===== config.mk =====
export PLATFORM = sky130hd
export DESIGN_NAME = conv_check
export DESIGN_NICKNAME = d
export VERILOG_FILES = /design/src/rtl/ica_pkg.sv /design/src/rtl/abs_sat26.sv /design/src/rtl/conv_check.sv
export SDC_FILE = /design/constraint.sdc
export NUM_CORES = 1
export LEC_CHECK = 0
export ABC_CLOCK_PERIOD_IN_PS = 10870
export CORE_ASPECT_RATIO = 1.5
export CORE_UTILIZATION = 52
export DETAILED_ROUTE_END_ITERATION = 7
export PLACE_DENSITY = 0.81
export RECOVER_POWER = 50
export SETUP_SLACK_MARGIN = 0.2
export SYNTH_ARGS = -nofsm -noshare
export SYNTH_HDL_FRONTEND = slang
export SYNTH_SLANG_ARGS = --single-unit

===== constraint.sdc =====
create_clock -name clk_conv -period 10.87 [get_ports clk_conv]
set_input_delay 1.087 -clock clk_conv [delete_from_list [all_inputs] [get_ports clk_conv]]
set_output_delay 1.087 -clock clk_conv [all_outputs]
set_load 0.02 [all_outputs]

===== src/rtl/ica_pkg.sv =====
// Shared definitions for the FastICA convergence monitor: element geometry,
// checker state encoding and the saturating magnitude helper.
package ica_pkg;

  localparam int unsigned DATA_W = 26;
  localparam int unsigned N_ELEM = 16;

  typedef enum logic [1:0] {
    IDLE   = 2'd0,
    SCAN   = 2'd1,
    DECIDE = 2'd2
  } state_t;

  // The most-negative code has no positive twin; clamp it to the largest positive value.
  function automatic logic [DATA_W-1:0] abs_sat(input logic [DATA_W-1:0] x);
    logic [DATA_W-1:0] most_neg;
    most_neg = '0;
    most_neg[DATA_W-1] = 1'b1;
    if (x == most_neg) begin
      return {1'b0, {(DATA_W-1){1'b1}}};
    end else if (x[DATA_W-1]) begin
      return -x;
    end
    return x;
  endfunction

endpackage


===== src/rtl/abs_sat26.sv =====
// Combinational saturating magnitude of one two's-complement error element.
module abs_sat26
  import ica_pkg::*;
(
  input  logic [DATA_W-1:0] x,
  output logic [DATA_W-1:0] mag
);

  always_comb begin
    mag = abs_sat(x);
  end

endmodule


===== src/rtl/conv_check.sv =====
// FastICA convergence monitor: scans the 16 error elements one per cycle, reports
// the max magnitude, tolerance verdict, saturating iteration count and sticky timeout.
module conv_check
  import ica_pkg::*;
#(
  parameter int unsigned DATA_W   = ica_pkg::DATA_W,
  parameter int unsigned TOL      = 64,
  parameter int unsigned MAX_ITER = 200,
  parameter int unsigned ITER_W   = 8
) (
  input  logic                     clk_conv,
  input  logic                     rst_conv,
  input  logic                     start_conv,
  input  logic                     clr_iter,
  input  logic [16*DATA_W-1:0]     e_flat,
  output logic                     busy,
  output logic                     done_conv,
  output logic                     converged,
  output logic [DATA_W-1:0]        max_err,
  output logic [ITER_W-1:0]        iter_cnt,
  output logic                     timeout
);

  state_t              state, state_nxt;
  logic [DATA_W-1:0]   shadow [N_ELEM];
  logic [3:0]          idx;
  logic [DATA_W-1:0]   run_max;
  logic [DATA_W-1:0]   elem_abs;
  logic [ITER_W-1:0]   iter_inc;
  logic                conv_now;

  abs_sat26 u_abs (
    .x   (shadow[idx]),
    .mag (elem_abs)
  );

  assign busy     = (state != IDLE);
  assign conv_now = (run_max <= DATA_W'(TOL));
  assign iter_inc = (iter_cnt >= ITER_W'(MAX_ITER)) ? ITER_W'(MAX_ITER) : iter_cnt + ITER_W'(1);

  always_ff @(posedge clk_conv) begin
    if (rst_conv) state <= IDLE;
    else          state <= state_nxt;
  end

  always_comb begin
    state_nxt = state;
    case (state)
      IDLE:    if (start_conv) state_nxt = SCAN;
      SCAN:    if (idx == 4'(N_ELEM - 1)) state_nxt = DECIDE;
      DECIDE:  state_nxt = IDLE;
      default: state_nxt = IDLE;
    endcase
  end

  always_ff @(posedge clk_conv) begin
    if (rst_conv) begin
      for (int unsigned i = 0; i < N_ELEM; i++) shadow[i] <= '0;
      idx       <= '0;
      run_max   <= '0;
      done_conv <= 1'b0;
      converged <= 1'b0;
      max_err   <= '0;
      iter_cnt  <= '0;
      timeout   <= 1'b0;
    end else begin
      done_conv <= 1'b0;
      case (state)
        IDLE: begin
          if (start_conv) begin
            for (int unsigned i = 0; i < N_ELEM; i++) shadow[i] <= e_flat[i*DATA_W +: DATA_W];
            idx     <= '0;
            run_max <= '0;
          end
        end
        SCAN: begin
          idx <= idx + 4'd1;
          if (elem_abs > run_max) run_max <= elem_abs;
        end
        DECIDE: begin
          done_conv <= 1'b1;
          max_err   <= run_max;
          converged <= conv_now;
          if (!clr_iter) begin
            iter_cnt <= iter_inc;
            if (!conv_now && iter_inc == ITER_W'(MAX_ITER)) timeout <= 1'b1;
          end
        end
        default: ;
      endcase
      // Clear applies in every state and overrides the DECIDE increment/timeout set.
      if (clr_iter) begin
        iter_cnt <= '0;
        timeout  <= 1'b0;
      end
    end
  end

endmodule


==> flow_metrics.tcl <==
set metrics [dict create \
    outcome "finished with violations" \
    failed_checks "capacitance limit, slew limit" \
    leakage_nw 10.8 \
    critical_path_arrival_ns 7.92 \
    cp-end-kind "register" \
    num_vias 15200 \
    portBuffers 457 \
    final_nets 2520 \
    setup_violations 0 \
    dp_hpwl_um 44200 \
    worst_clock_skew_ns 0.0289 \
    drv_cap 4 \
    power_density_nw_per_um2 161 \
    critical_path_buf_inv_count 3 \
    synth_top_family_by_area "simple AND/OR/NAND/NOR gates" \
    ys_seq_area_share_pct 60.6 \
    clk_latency_ns 0.57 \
    rsz0062_at_grt "false" \
    synth-edff-count 416 \
    cts-root-buf "clkbuf_16" \
    ctsHoldBuffers 0 \
    layout-drive-gt1-share_pct 10.4 \
    cts.htree.levels 2 \
    synth_top_flop_cell "edfxtp_1" \
    ctsLongestPathBuffers 3 \
    async_flop_share_pct 0 \
    hp-class "register to register" \
    r2r_end "run_max[6]" \
    synth_fa_ha_area_share_pct 1.63 \
    post_cts_buffers 0 \
    cp_max_fo 38 \
    synth_compound_area_share_pct 5.35 \
    period_share_pct 68.3 \
    max_stage_delay_ns 0.86 \
    drc_errors 0 \
    cts_resized 0 \
    grt_pass1_vias 15400 \
    fmax_mhz 135 \
    clock-sinks 489 \
    grt_pass1_wl_um 90800 \
    die_w_um 174 \
    rows 94 \
    ys_warn_count 0 \
    io_pins 458 \
    dr.pass1.iters 5 \
    tritoncts "yes" \
    hold_depth 2 \
    synth.mux.area_fraction_pct 11.4 \
    viasPerCell 5.63 \
    peakVddDrop_mv 0.126 \
    final.min_clock_period_ns 7.42 \
    reg2reg_slack_ns 3.45 \
    routed_wl_um 61300 \
    drv_slew 323 \
    slowest_stage "dfxtp_4" \
    dp_slack_ns 3.48 \
    start_util_pct 52.6 \
    die-area_um2 45200 \
    netlist_area_um2 23000 \
    cts.clk_slew.worst_paths_ns 0.07 \
    setup_slack_ns 3.45 \
    antenna_found_initial 11 \
    grt-ovfl-total 0 \
    cts_buffers 45 \
    r2r_cells 20 \
    yosysUniqueCellTypes 75 \
    ys_ff_latch 489 \
    routabilityCongestion 0.895 \
    wire_per_inst_um 22.7 \
    cp-start-kind "register" \
    avgSynthCellArea_um2 13.9 \
    required_ns 11.37 \
    grt_max_degree 193 \
    drt_iter0_drc 1394 \
    min_to "max_err[22]" \
    ant_nets 0 \
    timing_worst_setup_path_type "register to register" \
    cpLargestDelayFamily "simple AND/OR/NAND/NOR gates" \
    synth_xor_area_share_pct 0.723 \
    worst_pin_slew_ns 3.89 \
    synthCells 1660 \
    synthSimpleGateAreaFrac_pct 17.0 \
    relSlewSlack_pct -160 \
    tns_ns 0 \
    holdCritStartpoint "max_err[22]" \
    core-area_um2 43800 \
    timing.final.hold_violations 0 \
    grt_usage_pct 27.0 \
    areaGrowthSynthToFinish_pct 28.0 \
    crit_chain "buf_4, mux4_2, a22oi_1, nand2_2, inv_1, ha_1, inv_1, nor4_1, and4_1, nand2_1, a31oi_1, ha_1, nand2b_1, a21oi_1, o21ai_0, nand3b_1, a2111oi_0, or2_2, and2_1, a22o_1" \
    syn_nets 2110 \
    die_h_um 260 \
]
[flip-flops by register name, indices dropped and copies added (netlist names), 2 cells and up, named ones only]
signal    count
iter_cnt      8
idx           4
shadow      416
max_err      26
run_max      26
state         2
[power by group]
part | internal, mW | switching (mW)
combinational | 0.373 | 0.356
sequential | 2.21 | 0.0767
clock | 1.01 | 0.722
[synth_stat cells (6+ instances only)]
cell | n | share of area (%)
nand2_1 | 113 | 1.8
nand3_1 | 18 | 0.39
a22o_1 | 17 | 0.65
xnor2_1 | 15 | 0.57
clkbuf_8 | 6 | 0.36
nand4_1 | 11 | 0.30
dfxtp_1 | 73 | 6.3
mux4_1 | 15 | 1.7
nor4_1 | 7 | 0.19
edfxtp_1 | 416 | 54
and3_1 | 6 | 0.16
nor2_1 | 46 | 0.75
mux2i_1 | 15 | 0.65
clkbuf_1 | 68 | 1.1
nor3_1 | 13 | 0.28
o21ai_0 | 19 | 0.41
a21oi_1 | 56 | 1.2
mux4_2 | 89 | 8.7
a21o_1 | 8 | 0.26
buf_2 | 9 | 0.20
ha_1 | 30 | 1.6
nor2b_1 | 161 | 4.4
a22oi_1 | 25 | 0.81
inv_1 | 38 | 0.62
and2_1 | 267 | 7.3
a221oi_2 | 6 | 0.39
buf_1 | 10 | 0.16
[cells by family after synthesis]
family | Yosys count
simple gates | 679
buf+inv | 147
fa+ha+maj | 30
compound gates | 171
xor+xnor | 19
mux | 125
flops | 489
[how the worst max path moves through the flow]
stage	from	endpoint	slack, ns	depth (start not counted)
after floorplan	rst_conv	shadow[0][0]	0.81	3
after global routing	register	run_max[16]	2.70	20
after CTS	register	run_max[6]	3.47	20
after detailed placement	register	run_max[6]	3.48	17
after global placement	register	run_max[1]	3.75	20
final	register	run_max[6]	3.45	20
[tightest hold or removal path, stage by stage (launching register included)]
cell     delay, ns
dfxtp_1       0.31
nand2_1       0.05
a21oi_1       0.05
[per-layer routing]
metal | vias up | share of wire [%] | GRT usage [%]
li1 | 6928 | - | -
met1 | 7433 | 37 | 31.9
met2 | 667 | 53 | 48.5
met3 | 151 | 5.2 | 3.13
met4 | 0 | 5.0 | 13.7
met5 | - | 0 | 0
[through the flow]
| step | hold WS [ns] | util, % | std cells | cell area (um^2) | total power, mW |
|---|---|---|---|---|---|
| floorplan | 0.453 | - | 1660 | 23000 | 2.78 |
| global placement | 0.448 | 63.7 | 2599 | 27900 | 3.02 |
| detailed placement | 0.452 | 63.7 | 2599 | 27900 | 3.05 |
| CTS | 0.461 | 67.4 | 2683 | 29500 | 4.76 |
| global route | 0.477 | 67.4 | 2694 | 29500 | 4.90 |
| finish | 0.454 | 67.4 | 2696 | 29500 | 4.75 |
[cell usage in the layout (no fill, tap or decap), types with 15 or more instances in the layout]
cell type	instances
ha_1	30
inv_1	37
xnor2_1	15
nor2_1	46
a22o_1	17
and2_0	42
nand2_1	113
nand3_1	18
dlygate4sd3_1	45
clkbuf_16	46
mux2i_1	15
clkdlybuf4s50_1	411
mux4_2	89
edfxtp_1	416
a21oi_1	56
mux4_1	15
a22oi_1	25
and2_1	225
o21ai_0	19
dfxtp_1	69
nor2b_1	160
[cell type report]
cell class | instances | area, um^2
Fill cell | 3054 | 14300
Sequential cell | 489 | 14000
Multi-Input combinational cell | 1024 | 8310
Timing Repair Buffer | 471 | 4670
Clock buffer | 49 | 1170
Tap cell | 576 | 721
Clock inverter | 35 | 453
Inverter | 39 | 154
Antenna cell | 13 | 32.5
No activity file was read; power rests on OpenSTA's default activity.
==> RTL edit 1 (config.mk and constraints unchanged) <==
`N_ELEM`: 16 -> 32.
--- a/src/rtl/ica_pkg.sv
+++ b/src/rtl/ica_pkg.sv
@@ -3,7 +3,7 @@
 package ica_pkg;
 
   localparam int unsigned DATA_W = 26;
-  localparam int unsigned N_ELEM = 16;
+  localparam int unsigned N_ELEM = 32;
 
   typedef enum logic [1:0] {
     IDLE   = 2'd0,
Check against the original RTL: not settled (the Yosys comparison gave no result); the edit may change what the design does.
==> RTL edit 1 against the unedited design <==
  * The flow still finishes with violations (capacitance limit, slew limit)
  * Setup slack lost 0.61 ns
  * Area after synthesis fell by 1.4%
  * Sequential cell count stayed put
  * Clock power is 3% lower
  * Count of clock-buffer cells in the layout up 5
  * Critical path depth fell by 15
  * Highest routed layer unchanged
  * Final area fell by 0.76%
  * Power decreased by 1.6%
  * Routed wire length is 0.60% higher
  * Non-clock buffer count is 1 higher
==> RTL edit 1: results (changes against the unedited design) <==
metric,value,unit,change
leak pwr,10.7,nW,was 10.8 nW
area share of fa/ha/maj cells after synthesis,1.65,%,was 1.63%
layout cell share with drive strength beyond 1,9.90,%,was 10.4%
worst skew pair latency,0.57,ns,about the same
outcome,"complete, but fails checks",,unchanged
DRT met1 WL,21.4,mm,was 22.5 mm
Layout Nets,2518,,was 2520
DR vias,15000,,was 15200
Worst Clk Skew,0.0162,ns,was 0.0289 ns
placed cells,2591,,was 2599
initial antenna violation count,9,,was 11
Final Wtd Congestion,0.915,,was 0.895
"Seq/Total Area, Yosys",61.4,%,was 60.6%
Detailed Place HPWL,45.0,mm,was 44.2 mm
Vias per Instance,5.60,,was 5.63
wire length after detailed routing,61.7,mm,was 61.3 mm
"top cells by area, synth","edfxtp_1, and2_1, mux4_2",,"was edfxtp_1, mux4_2, and2_1"
peak supply drop,117,uV,was 126 uV
failing checks,"capacitance limit, slew limit",,unchanged
"Slowest-stage cell, CP",clkbuf_2,,was dfxtp_4
"Largest stage delay, worst path",3.29,ns,was 0.86 ns
mean post-synth cell area,13.8,um2,was 13.9 um2
synth cell count leaders,"and2_1, edfxtp_1, nand2_1, mux4_2, dfxtp_1",,"was edfxtp_1, and2_1, nor2b_1, nand2_1, mux4_2"
Post-Synthesis Net Count,2102,,was 2110
Met3 Wirelength,3.31,mm,was 3.17 mm
Worst path top cell family by delay,buffers and inverters,,was simple AND/OR/NAND/NOR gates
GRT Util Overall,27.2,%,was 27.0%
largest net degree at the start of global routing,303,,was 193
Worst Path Arrival,8.09,ns,was 7.92 ns
Compound-Gate Fraction of Synth Area,6.00,%,was 5.35%
max cap viols,5,,was 4
GR met1 Demand/Resource,29.9,%,was 31.9%
Final Max Slew Viols,429,,was 323
Worst Path Max Fanout,195,,was 38
global-route wire length before repair,90.3,mm,was 90.8 mm
Post-Synth XOR/XNOR Area,0.578,%,was 0.723%
slew at the pin with the worst max-slew slack,4.63,ns,was 3.89 ns
Synth cell types,73,,was 75
met3 Use GR,3.18,%,was 3.13%
initial DRC count,1213,,was 1394
RTL edit 1: through the flow:
stage	hold WS (ns)	cell area [um2]	setup WS [ns]	power, W
2_1_floorplan	0.453	22700	3.63	0.00272
3_3_place_gp	0.444	27700	3.29	0.00300
3_5_place_dp	0.447	27700	3.21	0.00302
4_1_cts	0.455	29300	3.18	0.00468
5_1_grt	0.469	29300	2.32	0.00481
6_report	0.452	29300	2.84	0.00467
RTL edit 1: worst register-to-register path: cells and delay by family (launching register included):
kind            cells  cell delay, ns
fa+ha+maj           1            0.26
flops               1            0.72
compound gates      8            2.05
mux                 1            0.71
simple gates        8            3.36
buf+inv             1            0.58
RTL edit 1: worst paths after layout:
check,from,endpoint,slack (ns),depth (start not counted)
setup reg to reg,flop,run_max[22],3.14,19
setup / recovery,rst_conv,shadow[7][21],2.84,5
hold / removal,max_err[0],max_err[0],0.45,2
hold reg to reg,max_err[0],max_err[0],0.45,2
RTL edit 1: cell families after synthesis:
group | after synthesis
AO/OA/AOI/OAI | 195
adder cells (fa/ha/maj) | 30
AND/OR/NAND/NOR | 672
flip-flops | 489
multiplexers | 111
XOR/XNOR | 15
buffers and inverters | 140
RTL edit 1: power by group:
group | total (W) | leakage (nW) | switching, W | internal (W)
registers | 0.00228 | 5.09 | 0.0000671 | 0.00221
clock network | 0.00168 | 0.746 | 0.000702 | 0.000978
logic | 0.000709 | 4.86 | 0.000351 | 0.000358
total | 0.00467 | 10.7 | 0.00112 | 0.00355
RTL edit 1: layout make-up:
class / instances / area [um2]
Inverter: 37 / 139
Timing Repair Buffer: 472 / 4700
Multi-Input combinational cell: 1023 / 8160
Fill cell: 3007 / 13800
Sequential cell: 489 / 14000
Clock buffer: 54 / 1190
Antenna cell: 9 / 22.5
Tap cell: 570 / 713
Clock inverter: 27 / 369
==> RTL edit 2 (same flow settings) <==
Made on the original files. Encoding of `state_t`: now one-hot (3 bits for 3 states).
--- a/src/rtl/ica_pkg.sv
+++ b/src/rtl/ica_pkg.sv
@@ -5,10 +5,10 @@
   localparam int unsigned DATA_W = 26;
   localparam int unsigned N_ELEM = 16;
 
-  typedef enum logic [1:0] {
-    IDLE   = 2'd0,
-    SCAN   = 2'd1,
-    DECIDE = 2'd2
+  typedef enum logic [2:0] {
+    IDLE   = 3'b001,
+    SCAN   = 3'b010,
+    DECIDE = 3'b100
   } state_t;
 
   // The most-negative code has no positive twin; clamp it to the largest positive value.
Check against the original RTL: no difference found for any inputs over 4 cycles, from zero or initial values and one cycle with rst_conv high; so few cycles prove little.
==> RTL edit 2 against the unedited design <==
  * The flow still finishes with violations (capacitance limit, slew limit)
  * Routed wire length down 0.16%
  * Global-route usage increased by 0.40 points
  * Hold slack got worse by 0.00087 ns
  * Critical path depth is 16 lower
  * Setup slack better by 0.13 ns
  * Area after synthesis down 1.5%
  * Clock skew fell by 0.0089 ns
  * Critical path type is now in2reg
  * Sequential cell count increased by 1
  * Clock power down 7%
  * Maximum frequency grew 1.7%
  * Synthesized cell count down 1.8%
  * Combinational power fell by 29%
  * Final area is 1.2% lower
  * Power fell by 7.9%
==> RTL edit 2: results (changes against the unedited design) <==
metric,value,unit,change
maximum root-to-sink buffer count,3,,unchanged
postcts setup bufs,0,,unchanged
worst skew pair latency,0.57,ns,about the same
Worst Hold Endpoint,max_err[15],,was max_err[22]
GR met1 Demand/Resource,31.4,%,was 31.9%
initial DRC count,1142,,was 1394
Sw Pwr,0.000963,W,was 0.00115 W
GRT Util Overall,27.4,%,was 27.0%
Layout Nets,2497,,was 2520
"Slowest-stage cell, CP",a31o_1,,was dfxtp_4
Worst Hold Class,reg2reg,,unchanged
"Largest stage delay, worst path",2.51,ns,was 0.86 ns
Final Wtd Congestion,0.885,,was 0.895
cell area after placement,27600,um2,was 27900 um2
WL met2,32.8,mm,was 32.6 mm
Worst Path Arrival,7.48,ns,was 7.92 ns
htree depth,2,,unchanged
leak pwr,10.5,nW,was 10.8 nW
met2 usage,49.9,%,was 48.5%
"Seq/Total Area, Yosys",61.6,%,was 60.6%
Detailed Place HPWL,43.3,mm,was 44.2 mm
layout cell share with drive strength beyond 1,9.56,%,was 10.4%
wire length after detailed routing,61.2,mm,was 61.3 mm
clock tree root buffer cell,clkbuf_16,,unchanged
Top Registers,"shadow x416, max_err x26, run_max x26",,unchanged
synth cell count leaders,"edfxtp_1, and2_1, nor2b_1, nand2_1, mux4_2",,unchanged
"setup slack, reg-to-reg",3.86,ns,was 3.45 ns
failing checks,"capacitance limit, slew limit",,unchanged
Worst Clk Skew,0.0200,ns,was 0.0289 ns
Post-Synthesis Net Count,2080,,was 2110
"top cells by area, synth","edfxtp_1, mux4_2, and2_1",,unchanged
reg-to-reg endpoint,run_max[22],,was run_max[6]
met3 Use GR,3.31,%,was 3.13%
number of CTS-inserted buffers,46,,was 45
max_slew headroom,-178,%,was -160%
Worst Hold Launch,max_err[15],,was max_err[22]
max layer used,met5,,was met4
outcome,"complete, but fails checks",,unchanged
DR vias,15000,,was 15200
cell count of the worst reg-to-reg path,17,,was 20
IO buf count,457,,unchanged
Critical Path Sink,shadow[7][18],,was run_max[6]
Vias per Instance,5.62,,was 5.63
Hold Crit Depth,2,,unchanged
peak supply drop,124,uV,was 126 uV
mean post-synth cell area,13.9,um2,about the same
Worst Path Max Fanout,75,,was 38
number of global-route vias before repair,15800,,was 15400
placed cells,2569,,was 2599
global-route wire length before repair,91.2,mm,was 90.8 mm
Tmin final,7.30,ns,was 7.42 ns
largest net degree at the start of global routing,261,,was 193
DRT met1 WL,22.2,mm,was 22.5 mm
Synth cell types,69,,was 75
max cap viols,5,,was 4
Synth warnings,0,,unchanged
initial antenna violation count,19,,was 11
Final Max Slew Viols,541,,was 323
[RTL edit 2: cell types whose count changed after synthesis, sizes merged, moves of 6 or more]
cell,change
a22o,+8
buf,+8
clkbuf,-12
mux2i,-6
nand2,-15
nor2,-6
nor2b,+6
[RTL edit 2: kinds of logic (layout without fill, tap and decap cells)]
family / count (synthesis) / count (layout) / synth area share (%)
adder cells (fa/ha/maj): 30 / 30 / 1.65
AO/OA/AOI/OAI: 171 / 171 / 5.24
XOR/XNOR: 16 / 16 / 0.618
AND/OR/NAND/NOR: 665 / 665 / 16.9
buffers and inverters: 140 / 591 / 2.85
other: 0 / 16 / 0
flip-flops: 490 / 490 / 61.6
multiplexers: 118 / 118 / 11.2
[RTL edit 2: per-stage QoR]
stage	hold slack [ns]	total power, W
after floorplan	0.453	0.00255
after global routing	0.480	0.00450
after detailed placement	0.448	0.00280
after global placement	0.447	0.00278
final	0.453	0.00437
after CTS	0.456	0.00439
[RTL edit 2: worst max-delay path: cells and delay by family]
kind	cells	cell delay [ns]
buffers and inverters	3	3.73
AOI/OAI and AO/OA	1	2.51
[RTL edit 2: cell type report]
type	count	area, um2
Clock inverter	23	201
Sequential cell	490	14000
Multi-Input combinational cell	1000	8090
Tap cell	570	713
Antenna cell	16	40.0
Clock buffer	59	1280
Inverter	36	135
Timing Repair Buffer	473	4680
Fill cell	2927	13800
[RTL edit 2: power by group through the flow]
stage / registers, W / clock network [W] / logic (W)
detailed placement: 0.00229 / 0 / 0.000509
floorplan: 0.00228 / 0 / 0.000272
CTS: 0.00225 / 0.00162 / 0.000513
global placement: 0.00228 / 0 / 0.000499
finish: 0.00225 / 0.00161 / 0.000514
global route: 0.00226 / 0.00168 / 0.000554
